### config.mk
export PLATFORM = sky130hd
export DESIGN_NAME = if_id_stage_reg
export DESIGN_NICKNAME = d
export VERILOG_FILES = /design/src/rtl/if_id_stage_reg.sv
export SDC_FILE = /design/constraint.sdc
export NUM_CORES = 1
export LEC_CHECK = 0
export BUFFER_PORTS_ARGS = -buffer_cell sky130_fd_sc_hd__clkbuf_2
export CORE_AREA = 2 2 83 85
export CTS_BUF_LIST = sky130_fd_sc_hd__clkbuf_4 sky130_fd_sc_hd__clkbuf_8
export CTS_CLUSTER_SIZE = 24
export DETAILED_ROUTE_END_ITERATION = 12
export DIE_AREA = 0 0 85 87
export PLACE_DENSITY = 0.68
export SYNTH_ARGS = -nofsm -noshare
export SYNTH_HDL_FRONTEND = slang
export SYNTH_SLANG_ARGS = --single-unit
### constraint.sdc
create_clock -name clk -period 2.7 [get_ports clk]
set_input_delay 0.405 -clock clk [delete_from_list [all_inputs] [get_ports clk]]
set_output_delay 0.405 -clock clk [all_outputs]
set_load 0.01 [all_outputs]
### src/rtl/if_id_stage_reg.sv
// IF/ID pipeline register for the 5-stage MIPS core.
// Holds, squashes or advances the fetched PC+4 and instruction into ID,
// tracks whether the ID-stage instruction is real, and raises a sticky
// flag when the hazard unit keeps the stage frozen for too long.
// Optional feature macro: IF_ID_PERF_CNT_EN adds the stall_cnt/flush_cnt
// performance counters and their ports.
module if_id_stage_reg #(
    parameter int WORD_WIDTH = 32,
    parameter int MAX_STALL  = 4,
    parameter int CNT_WIDTH  = 32
) (
    input  logic                  clk,
    input  logic                  rst,
    input  logic                  freeze,
    input  logic                  flush,
    input  logic [WORD_WIDTH-1:0] PC_in,
    input  logic [WORD_WIDTH-1:0] instruction_in,
    output logic [WORD_WIDTH-1:0] PC_out,
    output logic [WORD_WIDTH-1:0] instruction_out,
    output logic                  valid_out,
    output logic                  stall_timeout
`ifdef IF_ID_PERF_CNT_EN
    ,
    output logic [CNT_WIDTH-1:0]  stall_cnt,
    output logic [CNT_WIDTH-1:0]  flush_cnt
`endif
);

    // The run counter only needs to reach MAX_STALL; keep at least one bit
    // so a degenerate MAX_STALL of 0 still elaborates.
    localparam int RUN_WIDTH = (MAX_STALL < 1) ? 1 : $clog2(MAX_STALL + 1);
    localparam logic [RUN_WIDTH-1:0] RUN_MAX = RUN_WIDTH'(MAX_STALL);

    logic [WORD_WIDTH-1:0] pc_d, pc_q;
    logic [WORD_WIDTH-1:0] instr_d, instr_q;
    logic                  valid_d, valid_q;
    logic [RUN_WIDTH-1:0]  run_d, run_q;
    logic                  timeout_d, timeout_q;
    logic                  frozen;

    // A cycle only counts as frozen when no flush overrides the freeze.
    assign frozen = freeze & ~flush;

    // Next-state selection: flush squashes, freeze holds, otherwise load.
    always_comb begin
        pc_d    = pc_q;
        instr_d = instr_q;
        valid_d = valid_q;
        if (flush) begin
            pc_d    = '0;
            instr_d = '0;
            valid_d = 1'b0;
        end else if (!freeze) begin
            pc_d    = PC_in;
            instr_d = instruction_in;
            valid_d = 1'b1;
        end
    end

    // Consecutive-stall tracking; the timeout latches on the cycle after the
    // counter has already saturated and never clears short of reset.
    always_comb begin
        run_d     = '0;
        timeout_d = timeout_q;
        if (frozen) begin
            run_d = (run_q == RUN_MAX) ? run_q : run_q + RUN_WIDTH'(1);
            if (run_q == RUN_MAX) begin
                timeout_d = 1'b1;
            end
        end
    end

    // Pipeline state registers with synchronous active-low reset.
    always_ff @(posedge clk) begin
        if (!rst) begin
            pc_q      <= '0;
            instr_q   <= '0;
            valid_q   <= 1'b0;
            run_q     <= '0;
            timeout_q <= 1'b0;
        end else begin
            pc_q      <= pc_d;
            instr_q   <= instr_d;
            valid_q   <= valid_d;
            run_q     <= run_d;
            timeout_q <= timeout_d;
        end
    end

    assign PC_out          = pc_q;
    assign instruction_out = instr_q;
    assign valid_out       = valid_q;
    assign stall_timeout   = timeout_q;

`ifdef IF_ID_PERF_CNT_EN
    logic [CNT_WIDTH-1:0] stall_cnt_d, stall_cnt_q;
    logic [CNT_WIDTH-1:0] flush_cnt_d, flush_cnt_q;

    // Free-running event counters that wrap naturally at their width.
    always_comb begin
        stall_cnt_d = stall_cnt_q;
        flush_cnt_d = flush_cnt_q;
        if (frozen) begin
            stall_cnt_d = stall_cnt_q + CNT_WIDTH'(1);
        end
        if (flush) begin
            flush_cnt_d = flush_cnt_q + CNT_WIDTH'(1);
        end
    end

    // Performance counter registers, cleared by reset.
    always_ff @(posedge clk) begin
        if (!rst) begin
            stall_cnt_q <= '0;
            flush_cnt_q <= '0;
        end else begin
            stall_cnt_q <= stall_cnt_d;
            flush_cnt_q <= flush_cnt_d;
        end
    end

    assign stall_cnt = stall_cnt_q;
    assign flush_cnt = flush_cnt_q;
`endif

endmodule

# --- After elaboration in Yosys (flattened, before gate mapping) ---
# Cells that the tools add are included.
classes:
  n_addsub: 1
  n_eq_ne: 1
  bitwise: 3
  n_reduce_logical: 3
ops:
  columns: ["op", "n"]
  rows:
  - ["$reduce_and A2 Y1", 2]
  - ["$add A3 B1 Y3 const B", 1]
  - ["$eq A3 B3 Y1 const B", 1]
  - ["$not A1 Y1", 2]
  - ["$reduce_or A2 Y1", 1]
  - ["$and A1 B1 Y1", 1]
word_totals:
  reg_bits: 69
  in_bits: 68
  out_inout_bits: 66
  wordCells: 13

# --- Depth between registers and ports, before layout ---
# Gate-level depths: netlist of the first run.
logic_depth:
  word_depth: 3
  depth_mapped: 5
  ltp_nobuf: 4

# --- Worst setup path after synthesis of the first run ---
# Ideal clock, no wire load.
synth_timing:
  path_type: "input port to flip-flop"
  start: "in freeze"
  end: "reg pc_q[0] (netlist: PC_out[0])"
  setup_time_ps: 117
  t_arrival_ps: 982
  required_ps: 2583
  path_slack_ps: 1601
  cell_stages: 5
  path_buffers: 3
  cell_sequence: "buf_6 -> buf_8 -> buf_12 -> mux2i_1 -> nor2_1"
synth_rtl:
  columns: ["element", "line_no", "source"]
  rows:
  - ["start, declared", "14", "input logic freeze,"]
  - ["end signal, assigned", "82", "pc_q <= pc_d;"]
  - ["end, declared", "34", "logic [WORD_WIDTH-1:0] pc_d, pc_q;"]

==> results.py, run 1 <==
metrics = {
    "timing": {
        "hold_ws_ps": 294,
        "maxSlewViolCount": 0,
        "clock.fmax_ghz": 0.784,
        "tns_ps": 0,
        "fin_skew_ps": 0.691,
        "hold_viol_final": 0,
        "setup_viol": 0,
        "worstMarginPinSlew_ps": 648,
        "min_period_ps": 1280,
        "min_period_over_period_pct": 47.2,
        "rsz0062_at_grt": "no",
        "relSlewSlack_pct": 56.8,
    },
    "run": {
        "drv_cap": 0,
    },
    "setup_path": {
        "cp_max_fo": 34,
        "start_kind": "input port",
        "crit_chain": "buf_4 -> buf_12 -> mux2i_1 -> nor2_1",
        "cp.arrival_ps": 1470,
        "end_kind": "register",
        "max_stage_delay_ps": 450,
        "cp_slowest_cell": "buf_4",
        "worstSetupPathType": "in2reg",
        "r2r_slack_ps": 1570,
        "cp.required_ps": 2900,
        "crit_buf_inv": 2,
        "crit_family": "buffers and inverters",
    },
    "route": {
        "wl_per_cell_um": 11.5,
        "routed_wl_um": 5140,
        "first_pass_iters": 4,
        "viasPerCell": 4.52,
        "ant_nets": 0,
        "num_vias": 2019,
        "drc_errors": 0,
        "drt_iter0_drc": 31,
    },
    "global_route": {
        "grt_max_degree": 35,
        "antenna_found_initial": 0,
        "grt_pass1_vias": 1908,
        "grtUsageTotal_pct": 14.3,
        "grt_overflow": 0,
        "grt_pass1_wl_um": 8380,
    },
    "clocking": {
        "ctsResizeCount": 0,
        "post_cts_buffers": 0,
        "cts_inserted_buffers": 9,
        "clock-root-buffer": "clkbuf_8",
        "hold_buffers": 0,
        "clk_latency_ps": 330,
        "clkTransAtPathRegs_ps": 80,
        "clockBufferDepth": 2,
        "htree_levels": 3,
        "tritoncts": "built",
        "clock-sinks": 69,
    },
    "floorplan": {
        "rows": 30,
        "core_mm2": 0.00657,
        "die_w_um": 85,
        "initial_core_util_pct": 38.6,
        "dieArea_mm2": 0.00740,
        "io_pins": 134,
        "die_height_um": 87,
    },
    "synth": {
        "ys_types": 21,
        "synthesis.nets": 301,
        "synth.avg_cell_area_um2": 11.0,
        "synth_area_mm2": 0.00253,
        "synth_top_cell_area_share_pct": 54.5,
        "postSynthCellCount": 231,
        "seq_area_frac_synth_pct": 54.5,
        "ys_ff_latch": 69,
        "yosys_warnings": 0,
        "yosysTopAreaCell": "dfxtp_1",
        "ys_top_cells_by_area": "dfxtp_1 (55%), mux2i_1 (25%), nor2_1 (9.6%)",
    },
    "finish": {
        "layout.nets": 432,
        "regArea_mm2": 0.00138,
        "area_growth_pct": 37.8,
        "fill_cells": 601,
        "multi_input_area_um2": 1000,
        "drive_gt1_share_pct": 41.7,
        "fin_util_pct": 53.1,
        "diodes": 0,
    },
    "pwr": {
        "p_leak_nw": 1.83,
        "fin_total_pwr_mw": 2.47,
        "peakVddDrop_mv": 0.364,
        "powerDensity_mw_per_mm2": 708,
    },
    "worst_hold_path": {
        "min_path_type": "in2reg",
    },
    "placed_design": {
        "port_buffers": 133,
        "place_hpwl_um": 3750,
        "gp_congestion": 0.652,
    },
    "run_status": {
        "outcome": "complete, no violations",
    },
}
[synth_stat cells, drive strengths merged]
master and instances:
a21bo 1, and4b 1, dfxtp 69, mux2i 64
inv 3, nand3b 1, nand3 2, o21a 1
nand2b 1, nor2 65, and3b 1, buf 14
ha 2, a21oi 3, nor3 1, clkbuf 1
a21o 1
[cell usage in the layout, fill, tap and decap left out, drive strengths merged]
cell type,count
buf,3
a21bo,1
inv,3
ha,2
nand3,2
nor2,65
nand2b,1
and3b,1
a21o,1
nand3b,1
clkinv,1
mux2i,64
and4b,1
o21a,1
bufinv,5
a21oi,3
nor3,1
dfxtp,69
clkbuf,142
[state kept, by name (all words and copies together) (netlist names)]
name / flops
instruction_out: 32
stall_timeout: 1
valid_out: 1
run_q: 3
PC_out: 32
[report_power, final]
| group | internal [mW] | switching, mW |
|---|---|---|
| clock | 0.813 | 0.378 |
| combinational | 0.111 | 0.104 |
| sequential | 1.05 | 0.0168 |
[cell families (layout without fill, tap and decap cells)]
| logic type | count (synthesis) | count (layout) | synth area share (%) |
|---|---|---|---|
| simple gates | 72 | 72 | 11.5 |
| flops | 69 | 69 | 54.5 |
| mux | 64 | 64 | 25.3 |
| buf+inv | 18 | 154 | 6.08 |
| compound gates | 6 | 6 | 1.58 |
| fa+ha+maj | 2 | 2 | 0.988 |
[path summary, 6_finish.rpt]
check | cells past startpoint | startpoint | endpoint
hold / removal | 3 | instruction_in[12] | instruction_out[12]
hold reg to reg | 2 | valid_out | valid_out
setup reg to reg | 4 | run_q[0] | stall_timeout
setup / recovery | 4 | freeze | PC_out[6]
[worst register-to-register path, delay by kind of cell (launching register included)]
kind                       cells  cell delay (ps)
and+or+nand+nor                1              190
buffers and inverters          1               60
adders and majority gates      1              250
AOI/OAI and AO/OA              1              160
DFF                            1              370
[layout make-up]
class                   count  share of cell area (%)
clock buffers              10                    3.76
repair buffers            135                    20.3
multi-input cells         144                    28.6
inverters                   3                   0.323
clock inverters             6                    4.55
well taps                  80                    2.87
flip-flops and latches     69                    39.6
[per-stage QoR]
step	setup slack, ps	std cells	cell area [um^2]
finish	1420	447	3490
global route	1350	447	3490
CTS	1420	447	3490
detailed placement	1050	431	3200
global placement	1090	431	3200
floorplan	1600	231	2530
[layer usage]
metal	track usage (%)	wire length [um]	vias to the layer above	share of wire, %
met3	7.20	575	6	11
met4	6.06	56	0	1.1
li1	-	-	1027	-
met1	16.7	2270	893	44
met2	22.3	2240	93	44
met5	0	0	-	0
(Power assumes the default switching activity.)
==> run 2: changes to the inputs <==
ABC_AREA = 1   (was default)
CORE_AREA = 2 2 82 84   (was 2 2 83 85)
DIE_AREA = 0 0 84 86   (was 0 0 85 87)
PLACE_DENSITY = 0.71   (was 0.68)
clock period = 1.1 ns   (was 2.7 ns; I/O delays follow)
==> results.py, run 2 <==
metrics = {
    "global_route": {
        "antenna_found_initial": 0,
        "grt_pass1_wl_um": 10200,
        "grt_pass1_vias": 2331,
        "grt_max_degree": 38,
        "grt_overflow": 0,
        "grtUsageTotal_pct": 17.4,
    },
    "finish": {
        "fill_cells": 620,
        "design_area_mm2": 0.00342,
        "final_cells": 520,
        "final_common_cell": "nand2_1",
        "fin_util_pct": 54.5,
        "layout.nets": 508,
        "area_growth_pct": 40.0,
        "layout_common_cells": "nand2_1 (134), clkbuf_2 (133), dfxtp_1 (67)",
        "drive_gt1_share_pct": 36.3,
        "diodes": 0,
    },
    "synth": {
        "yosys_warnings": 0,
        "async_reset_ff_share_pct": 0,
        "seq_area_frac_synth_pct": 56.6,
        "ys_ff_latch": 69,
        "synthesis.nets": 379,
        "yosysTopAreaCell": "dfxtp_1",
        "ys_types": 11,
        "synth_area_mm2": 0.00244,
        "postSynthCellCount": 309,
        "synth_top_cell_area_share_pct": 56.6,
        "synth.avg_cell_area_um2": 7.90,
        "synthFlopType": "dfxtp_1",
        "synth.most_common_cell": "nand2_1",
        "synth_edf_count": 0,
        "ys_top_cells_by_area": "dfxtp_1 (57%), nand2_1 (21%), a21oi_1 (14%)",
        "synth_commonest_cells": "nand2_1 (136), dfxtp_1 (69), a21oi_1 (66)",
    },
    "route": {
        "wl_per_cell_um": 11.5,
        "drt_iter0_drc": 82,
        "ant_nets": 0,
        "drc_errors": 0,
        "viasPerCell": 4.59,
        "routed_wl_um": 5990,
        "first_pass_iters": 4,
        "num_vias": 2387,
    },
    "setup_path": {
        "cp.required_ps": 940,
        "ff2ff_path_depth": 5,
        "cp.arrival_ps": 830,
        "r2r_slack_ps": 110,
        "cp_max_fo": 2,
        "max_stage_delay_ps": 360,
        "start_kind": "register",
        "rr_endpoint": "run_q[0]",
        "crit_family": "flip-flops",
        "end_kind": "output pin",
        "crit_buf_inv": 1,
        "worstSetupPathType": "reg2out",
        "crit_chain": "clkbuf_2",
        "reg2reg_from": "run_q[0]",
        "cp_slowest_cell": "dfxtp_1",
    },
    "placed_design": {
        "port_buffers": 133,
        "gp_congestion": 0.748,
        "place_area_mm2": 0.00318,
        "place_hpwl_um": 4220,
        "dp.cells": 504,
    },
    "timing": {
        "setup_viol": 0,
        "tns_ps": 0,
        "clock.fmax_ghz": 1.01,
        "relSlewSlack_pct": 77.4,
        "hold_ws_ps": 50.0,
        "worstMarginPinSlew_ps": 339,
        "maxSlewViolCount": 0,
        "min_period_ps": 991,
        "rsz0062_at_grt": "no",
        "hold_viol_final": 0,
        "fin_skew_ps": 0.464,
        "min_period_over_period_pct": 90.1,
    },
    "run_status": {
        "outcome": "complete, no violations",
    },
    "clocking": {
        "tritoncts": "built",
        "clk_latency_ps": 330,
        "htree_levels": 3,
        "clock-root-buffer": "clkbuf_8",
        "post_cts_buffers": 0,
        "clockBufferDepth": 2,
        "clock-sinks": 69,
        "clkTransAtPathRegs_ps": 70,
        "cts_inserted_buffers": 9,
    },
    "run": {
        "drv_cap": 0,
    },
    "pwr": {
        "p_sw_share_pct": 22.2,
        "clkPwrFrac_pct": 42.6,
        "intPower_mw": 4.22,
        "peakVddDrop_mv": 0.876,
        "p_sw_mw": 1.21,
        "seq_power_share_pct": 48.1,
        "powerDensity_mw_per_mm2": 1590,
        "power_frac_comb_pct": 9.2,
        "p_leak_nw": 1.64,
    },
    "floorplan": {
        "die_w_um": 84,
        "core_mm2": 0.00628,
        "io_pins": 134,
        "initial_core_util_pct": 38.9,
        "die_height_um": 86,
        "dieArea_mm2": 0.00722,
        "rows": 29,
    },
    "worst_hold_path": {
        "hold_path.startpoint": "instruction_in[24]",
        "min_path_type": "in2reg",
        "hold-path-cell-count": 3,
        "holdPathEnd": "instruction_out[24]",
    },
}
==> run 2: cell count changes after synthesis, moves of 3 or more <==
cell     previous run  this run
mux2i_1            64         0
buf_4               3        12
nor2_1             65         2
nand2_1             0       136
inv_1               3         8
a21oi_1             3        66
buf_12              3         0
==> run 2: per-layer routing <==
layer	vias up	GRT usage (%)	wire, um
met4	0	7.77	97
li1	1236	-	-
met3	11	6.06	477
met1	1058	20.2	2520
met2	82	29.0	2890
met5	-	0	0
==> run 2: cell type report <==
type	instances	area (um^2)	area share, %
Timing Repair Buffer	139	773	22.6
Clock buffer	12	159	4.65
Clock inverter	4	70.1	2.05
Inverter	8	30.0	0.878
Tap cell	77	96.3	2.82
Multi-Input combinational cell	211	906	26.5
Sequential cell	69	1380	40.5
==> run 2: metrics by stage <==
step	power, mW	worst slack, ps
floorplan	2.93	141
global placement	3.17	118
detailed placement	3.18	24.8
CTS	5.52	23.8
global route	5.69	35.5
finish	5.43	109
==> run 2: how the worst max path moves through the flow <==
stage / slack [ps] / to / start / cells after the start
after detailed placement: 20 / run_q[2] / run_q[0] / 6
after global routing: 40 / run_q[0] / run_q[0] / 5
final: 110 / PC_out[1] / PC_out[1] / 1
after floorplan: 140 / run_q[2] / run_q[0] / 6
after CTS: 20 / run_q[2] / run_q[0] / 6
after global placement: 120 / run_q[2] / run_q[0] / 6
==> run 2: cell families (layout without fill, tap and decap cells) <==
logic type,Yosys count,after routing,synth area share (%)
AND/OR/NAND/NOR,142,142,22.0
buffers and inverters,29,163,6.66
adder cells (fa/ha/maj),2,2,1.02
AO/OA/AOI/OAI,67,67,13.7
flip-flops,69,69,56.6
==> run 2: power groups by stage <==
stage / Sequential [mW] / Combinational, mW / Clock, mW
2_1_floorplan: 2.70 / 0.222 / 0
4_1_cts: 2.61 / 0.510 / 2.39
3_5_place_dp: 2.67 / 0.507 / 0
5_1_grt: 2.62 / 0.565 / 2.50
6_report: 2.62 / 0.501 / 2.32
3_3_place_gp: 2.67 / 0.500 / 0
==> run 2: timing repair <==
| action | CTS | global route |
|---|---|---|
| setup endpoints to repair | 0 | 4 |
| resized for setup | 0 | 4 |
| hold buffers | 0 | 0 |
| endpoints found under the hold margin | 0 | 0 |
